### src/rtl/alu_sequencer.sv
// alu_sequencer: four-state controller (IDLE, DECODE, EXEC, WB) that drives a
// shared external 4-bit add/sub ALU and owns a 4x4-bit register file.
// Optional feature macro: ALU_SEQ_OVF_EN builds the carry/borrow flag logic;
// without it, ovf is tied to 0.
//
// Handshake: an instruction is transferred on a rising edge where
// instr_valid & instr_ready are both 1. instr_ready is high only in IDLE, so
// instr_valid in any other state is ignored and nothing is captured.
module alu_sequencer #(
   parameter int NREGS = 4
) (
   input  logic        clk,
   input  logic        rst_n,
   input  logic [11:0] instr,
   input  logic        instr_valid,
   output logic        instr_ready,
   output logic [3:0]  alu_srca,
   output logic [3:0]  alu_srcb,
   output logic        alu_op,
   input  logic [3:0]  alu_result,
   input  logic [1:0]  rd_sel,
   output logic [3:0]  rd_data,
   output logic        done,
   output logic        zero,
   output logic        ovf,
   output logic [1:0]  state_dbg
);

   typedef enum logic [1:0] {
      IDLE   = 2'd0,
      DECODE = 2'd1,
      EXEC   = 2'd2,
      WB     = 2'd3
   } state_t;

   localparam logic [1:0] OP_LOAD = 2'b00;
   localparam logic [1:0] OP_ADD  = 2'b01;
   localparam logic [1:0] OP_SUB  = 2'b10;
   localparam logic [1:0] OP_CMP  = 2'b11;

   state_t      state, state_nx;
   logic [11:0] ir;
   logic [3:0]  res;
   logic [3:0]  regs [NREGS];

   logic [1:0]  ir_op, ir_dst, ir_rega, ir_regb;
   logic [3:0]  ir_imm;

   assign ir_op   = ir[11:10];
   assign ir_dst  = ir[9:8];
   assign ir_rega = ir[7:6];
   assign ir_regb = ir[5:4];
   assign ir_imm  = ir[3:0];

   assign instr_ready = (state == IDLE);
   assign rd_data     = regs[rd_sel];
   assign state_dbg   = state;

   // Next-state decode: fixed walk through the four states, waiting only in IDLE.
   always_comb begin
      state_nx = state;
      case (state)
         IDLE:    if (instr_valid) state_nx = DECODE;
         DECODE:  state_nx = EXEC;
         EXEC:    state_nx = WB;
         WB:      state_nx = IDLE;
         default: state_nx = IDLE;
      endcase
   end

   // State register plus datapath: capture, operand fetch, result sample, writeback.
   always_ff @(posedge clk) begin
      if (!rst_n) begin
         state    <= IDLE;
         ir       <= 12'd0;
         res      <= 4'd0;
         alu_srca <= 4'd0;
         alu_srcb <= 4'd0;
         alu_op   <= 1'b0;
         done     <= 1'b0;
         zero     <= 1'b0;
         for (int i = 0; i < NREGS; i++) regs[i] <= 4'd0;
      end else begin
         state <= state_nx;
         done  <= 1'b0;
         case (state)
            IDLE: begin
               if (instr_valid) ir <= instr;
            end
            DECODE: begin
               // Operands are read here, before WB, so dst may alias a source.
               alu_srca <= regs[ir_rega];
               alu_srcb <= regs[ir_regb];
               alu_op   <= (ir_op == OP_ADD) || (ir_op == OP_LOAD);
            end
            EXEC: begin
               res  <= alu_result;
               done <= 1'b1;  // high during the WB cycle
            end
            WB: begin
               case (ir_op)
                  OP_LOAD: regs[ir_dst] <= ir_imm;
                  OP_ADD, OP_SUB: begin
                     regs[ir_dst] <= res;
                     zero         <= (res == 4'd0);
                  end
                  OP_CMP:  zero <= (res == 4'd0);
                  default: ;
               endcase
            end
            default: ;
         endcase
      end
   end

`ifdef ALU_SEQ_OVF_EN
   logic       ovf_cand;
   logic       ovf_q;
   logic [4:0] sum5;

   assign sum5 = {1'b0, alu_srca} + {1'b0, alu_srcb};
   assign ovf  = ovf_q;

   // Carry (ADD) or unsigned borrow (SUB/CMP) picked in EXEC, committed in WB.
   always_ff @(posedge clk) begin
      if (!rst_n) begin
         ovf_cand <= 1'b0;
         ovf_q    <= 1'b0;
      end else if (state == EXEC) begin
         ovf_cand <= (ir_op == OP_ADD) ? sum5[4] : (alu_srca < alu_srcb);
      end else if (state == WB && ir_op != OP_LOAD) begin
         ovf_q <= ovf_cand;
      end
   end
`else
   assign ovf = 1'b0;
`endif

endmodule

### config.mk
export PLATFORM = sky130hd
export DESIGN_NAME = alu_sequencer
export DESIGN_NICKNAME = d
export VERILOG_FILES = /design/src/rtl/alu_sequencer.sv
export SDC_FILE = /design/constraint.sdc
export NUM_CORES = 1
export LEC_CHECK = 0
export CORE_MARGIN = 2
export CORE_UTILIZATION = 55
export CTS_CLUSTER_DIAMETER = 100
export DETAILED_ROUTE_END_ITERATION = 8
export GPL_ROUTABILITY_DRIVEN = 0
export GPL_TIMING_DRIVEN = 0
export HOLD_SLACK_MARGIN = 0.08
export PLACE_DENSITY = 0.93
export SLEW_MARGIN = 15
export SYNTH_ARGS = -nofsm -noshare
export SYNTH_HDL_FRONTEND = slang
export SYNTH_SLANG_ARGS = --single-unit
### constraint.sdc
create_clock -name clk -period 2.6 [get_ports clk]
set_input_delay 0.26 -clock clk [delete_from_list [all_inputs] [get_ports clk]]
set_output_delay 0.26 -clock clk [all_outputs]
set_load 0.05 [all_outputs]
Yosys cells after proc, flatten, opt, wreduce, memory -nomap -nowiden:

Memories as Yosys holds them, arrays and structs flattened. A register that Yosys moved wholly into a read port is not among the register bits.
Cells that the tools add are included.

* muxes and demuxes: 16
* $mul: 0
* divide/modulo/power cells: 0
* reduce and logical (&&, ||, !) cells: 11
* shifts and indexed selects: 0
* $add $sub $neg: 0
* bitwise gates (word level): 1
* order comparisons: 0
* equal/unequal tests: 7

Operator list (count)
* $mux 1: 11
* $eq 2x2->1 const B: 4
* $mux 4: 2
* $pmux 2 s4: 1
* $eq 2x1->1 const B: 2
* $logic_not 2->1: 2
* $logic_not 4->1: 1
* $mux 2: 2
* $reduce_and 2->1: 2
* $reduce_or 4->1: 1
* $reduce_or 3->1: 1
* $logic_not 1->1: 2
* $ne 2x2->1 const B: 1
* $reduce_or 2->1: 1
* $logic_or 1x1->1: 1
* $or 1x1->1: 1

* memories kept: 1
* latch bits: 0
* output and inout port bits: 19
* bits in writable memories: 16
* memory bits (read-only): 0
* register bits: 21

Memories
* regs: words 4, width 4, rd ports 3, clocked after memory_dff 2, wr ports 4, RTL line 44 `logic [3:0] regs [NREGS];`

Logic depth before layout (Yosys ltp):

* word-level depth: 9
* depth in mapped cells: 6
* depth with buffers taken out: 5

Worst setup path after synthesis:

No wires, ideal clock.

* path kind: reg-to-reg
* start: reg state[1] (netlist: state_dbg[1])
* end: mem regs[2][0], enable pin
* path slack: 621 ps
* stages on the path, launching flop included: 5
* clock period less this slack: 1979 ps
* arrival time: 1672 ps
* cells stage by stage: dfxtp_1 -> ha_1 -> o211ai_2 -> or3b_4 -> nand2_1

RTL lines
* start, declared: RTL line 41 `state_t state, state_nx;`
* start signal, assigned: RTL line 84 `state <= state_nx;`
* end, declared: RTL line 44

Worst setup path in the final report:

* start: in rd_sel[0]
* end: out rd_data[3]

* cells in the longest elaborated chain, start to end: 1

Ends and longest elaborated chain
* start, declared: RTL line 21 `input logic [1:0] rd_sel,`
* $mem_v2 4x4
* end, declared: RTL line 22 `output logic [3:0] rd_data,`

Every way passes these cells.

==> out/metrics.yaml <==
synthesis:
  ys_seq_elements: 45
  ys_types: 27
  syn_area_per_cell_um2: 11.19
  synthesis.nets: 220
  yosysSeqAreaShare: 0.4913
  syn_inst: 193
  syn-cell-area_mm2: 0.002160
  yosys_warnings: 0
setup_path:
  worst-path-buf-inv: 2
  cp_slowest_cell: "clkdlybuf4s50_1"
  critical_path_class: "in -> out"
  cp_top_family: "buffers and inverters"
  r2r_start: "ir[10]"
  cpPeakStageDelay_ns: 0.72
  rr_endpoint: "regs[1][0]"
  required_ns: 2.34
  reg2reg_slack_ns: 0.66
  path_cells: "clkdlybuf4s50_1 -> mux4_2 -> clkdlybuf4s50_1"
  arrival_ns: 2.16
  reg2regPathDepth: 6
  critPathCaptureType: "output port"
  cp_max_fo: 4
  crit_path_frequent_cell: "clkdlybuf4s50_1"
  worstSetupStartpointType: "primary input"
floorplanning:
  start_util: 0.5811
  ios: 40
  dieArea_mm2: 0.004444
  core_mm2: 0.003716
  die_y_um: 66.66
  num_rows: 22
  die_w_um: 66.66
cells_and_area:
  antenna_cells: 0
  nets: 264
  final_common_cell: "clkdlybuf4s50_1"
  layout_common_cells: "clkdlybuf4s50_1, nand2_1, dfxtp_1"
  synthToLayoutAreaGrowth_pct: 24.86
  drive_above_1_share: 0.1261
  register_area_mm2: 0.001061
  num-fill-cells: 251
  finalInstanceArea_mm2: 0.002696
  multi_input_area_mm2: 0.001016
timing:
  final.setup_skew_ns: 0.009933
  rsz0062_at_grt: "false"
  fin_crit_sh: 0.9311
  slew_violations: 0
  relSlewSlack: 0.6589
  worst_pin_slew_ns: 0.5100
  finalSetupViolations: 0
  period_needed_ns: 2.421
  tns_ns: 0
  fmax_ghz: 0.4131
  finalHoldViolCount: 0
grt:
  grt_max_degree: 14
  grt_pass1_vias: 1511
  grt-ovfl-total: 0
  grt_first_pass_wirelength_um: 7127
  antenna_found_initial: 0
  grt_use_total: 0.2239
clock_network:
  hold_buffers: 0
  cts_sinks: 45
  clock_tree.root_cell: "clkbuf_8"
  cts_tree: "done"
  ctsLongestPathBuffers: 2
  cts_resized: 0
  clk_pin_slew_worst_paths_ns: 0.08
  clk_latency_ns: 0.30
  htree_levels: 2
  cts_setup_buffers: 0
  cts_buffers: 5
pwr:
  power_density_mw_per_mm2: 880.5
  p_total_mw: 2.374
  ir_drop_uv: 498.6
  power.leakage_nw: 0.9851
route:
  wirelength_um: 4360
  dr.pass1.iters: 4
  dr_total_vias: 1547
  drt_first_iter_violations: 139
  drc: 0
  vias_per_cell: 5.409
  ant_nets: 0
  wl_per_cell_um: 15.24
min_path:
  min_from: "rst_n"
  holdCritPathClass: "in -> reg"
  hold_path_end: "ir[1]"
  worstHoldPathCells: 2
placed_design:
  place_area_mm2: 0.002590
  io_buffer_count: 37
  dp_hpwl_um: 3224
run_status:
  status: "complete, no violations"
job:
  drv_cap: 0
## cell families (layout without fill, tap and decap cells)
kind of cell / count (synthesis) / count (layout) / share of synthesized area
other: 1 / 1 / 0.001736
buffers and inverters: 19 / 64 / 0.03824
adders and majority gates: 6 / 6 / 0.03476
AOI/OAI and AO/OA: 21 / 21 / 0.07126
DFF: 45 / 45 / 0.4913
and+or+nand+nor: 74 / 74 / 0.1680
muxes: 27 / 27 / 0.1947
## through the flow
| step | utilization | setup slack [ns] | hold slack [ns] | instances |
|---|---|---|---|---|
| detailed placement | 0.6970 | 0.1666 | 0.4643 | 278 |
| CTS | 0.7256 | 0.1672 | 0.2938 | 286 |
| global placement | 0.6970 | 0.1786 | 0.4516 | 278 |
| finish | 0.7256 | 0.1791 | 0.2986 | 286 |
| global route | 0.7256 | 0.1056 | 0.3110 | 286 |
| floorplan | - | 0.6210 | 0.4049 | 193 |
## sequential cells by signal, summed over array words and instances, names as in the netlist
name,cells
res,4
zero,1
alu_op,1
done,1
ir,12
alu_srca,4
regs,16
alu_srcb,4
state_dbg,2
## layer usage
metal / part of all wire / vias up / GRT usage
met4: 0.015 / 0 / 0.09694
met3: 0.062 / 5 / 0.05068
met1: 0.42 / 729 / 0.2749
met2: 0.50 / 56 / 0.3775
met5: 0 / - / 0
li1: - / 757 / -
## cells in the mapped netlist
library cell,n,share of area
conb_1,1,0.0017
mux2i_1,15,0.070
nand3b_1,3,0.010
o21ai_0,2,0.0046
nand3_1,1,0.0023
o211ai_2,1,0.0058
nor4_1,1,0.0029
ha_1,6,0.035
nor2_1,15,0.026
nand2_1,33,0.057
a21o_1,3,0.010
dfxtp_1,29,0.27
edfxtp_1,16,0.22
buf_4,1,0.0035
or3_4,1,0.0052
a21boi_0,12,0.042
or3b_4,2,0.010
buf_2,6,0.014
inv_1,7,0.012
and2_1,2,0.0058
mux4_2,12,0.13
and2b_2,1,0.0041
clkbuf_1,5,0.0087
a21oi_1,2,0.0046
nor2b_1,14,0.041
nand2b_1,1,0.0029
o2111ai_1,1,0.0041
## worst max path at each step
stage | slack (ns) | end | start | cells past startpoint
floorplan | 0.62 | regs[2][0] | state_dbg[1] | 4
global placement | 0.18 | rd_data[1] | rd_sel[0] | 3
detailed placement | 0.17 | rd_data[3] | rd_sel[0] | 3
CTS | 0.17 | rd_data[3] | rd_sel[0] | 3
global route | 0.11 | rd_data[3] | rd_sel[0] | 3
finish | 0.18 | rd_data[3] | rd_sel[0] | 3
## power by group
| part | leakage [nW] | switching (mW) | total, mW | internal, mW |
|---|---|---|---|---|
| registers | 0.402 | 0.0932 | 0.935 | 0.842 |
| clock network | 0.0528 | 0.226 | 0.510 | 0.284 |
| logic | 0.530 | 0.556 | 0.929 | 0.373 |
## cell type report
class	count	area share
inverter	7	0.009745
tap	48	0.02227
timing repair buffer	37	0.1374
clock inverter	2	0.01253
clock buffer	6	0.02691
multi-input combinational	129	0.3768
sequential	45	0.3935
buffer	12	0.02088
(Power assumes the default switching activity.)
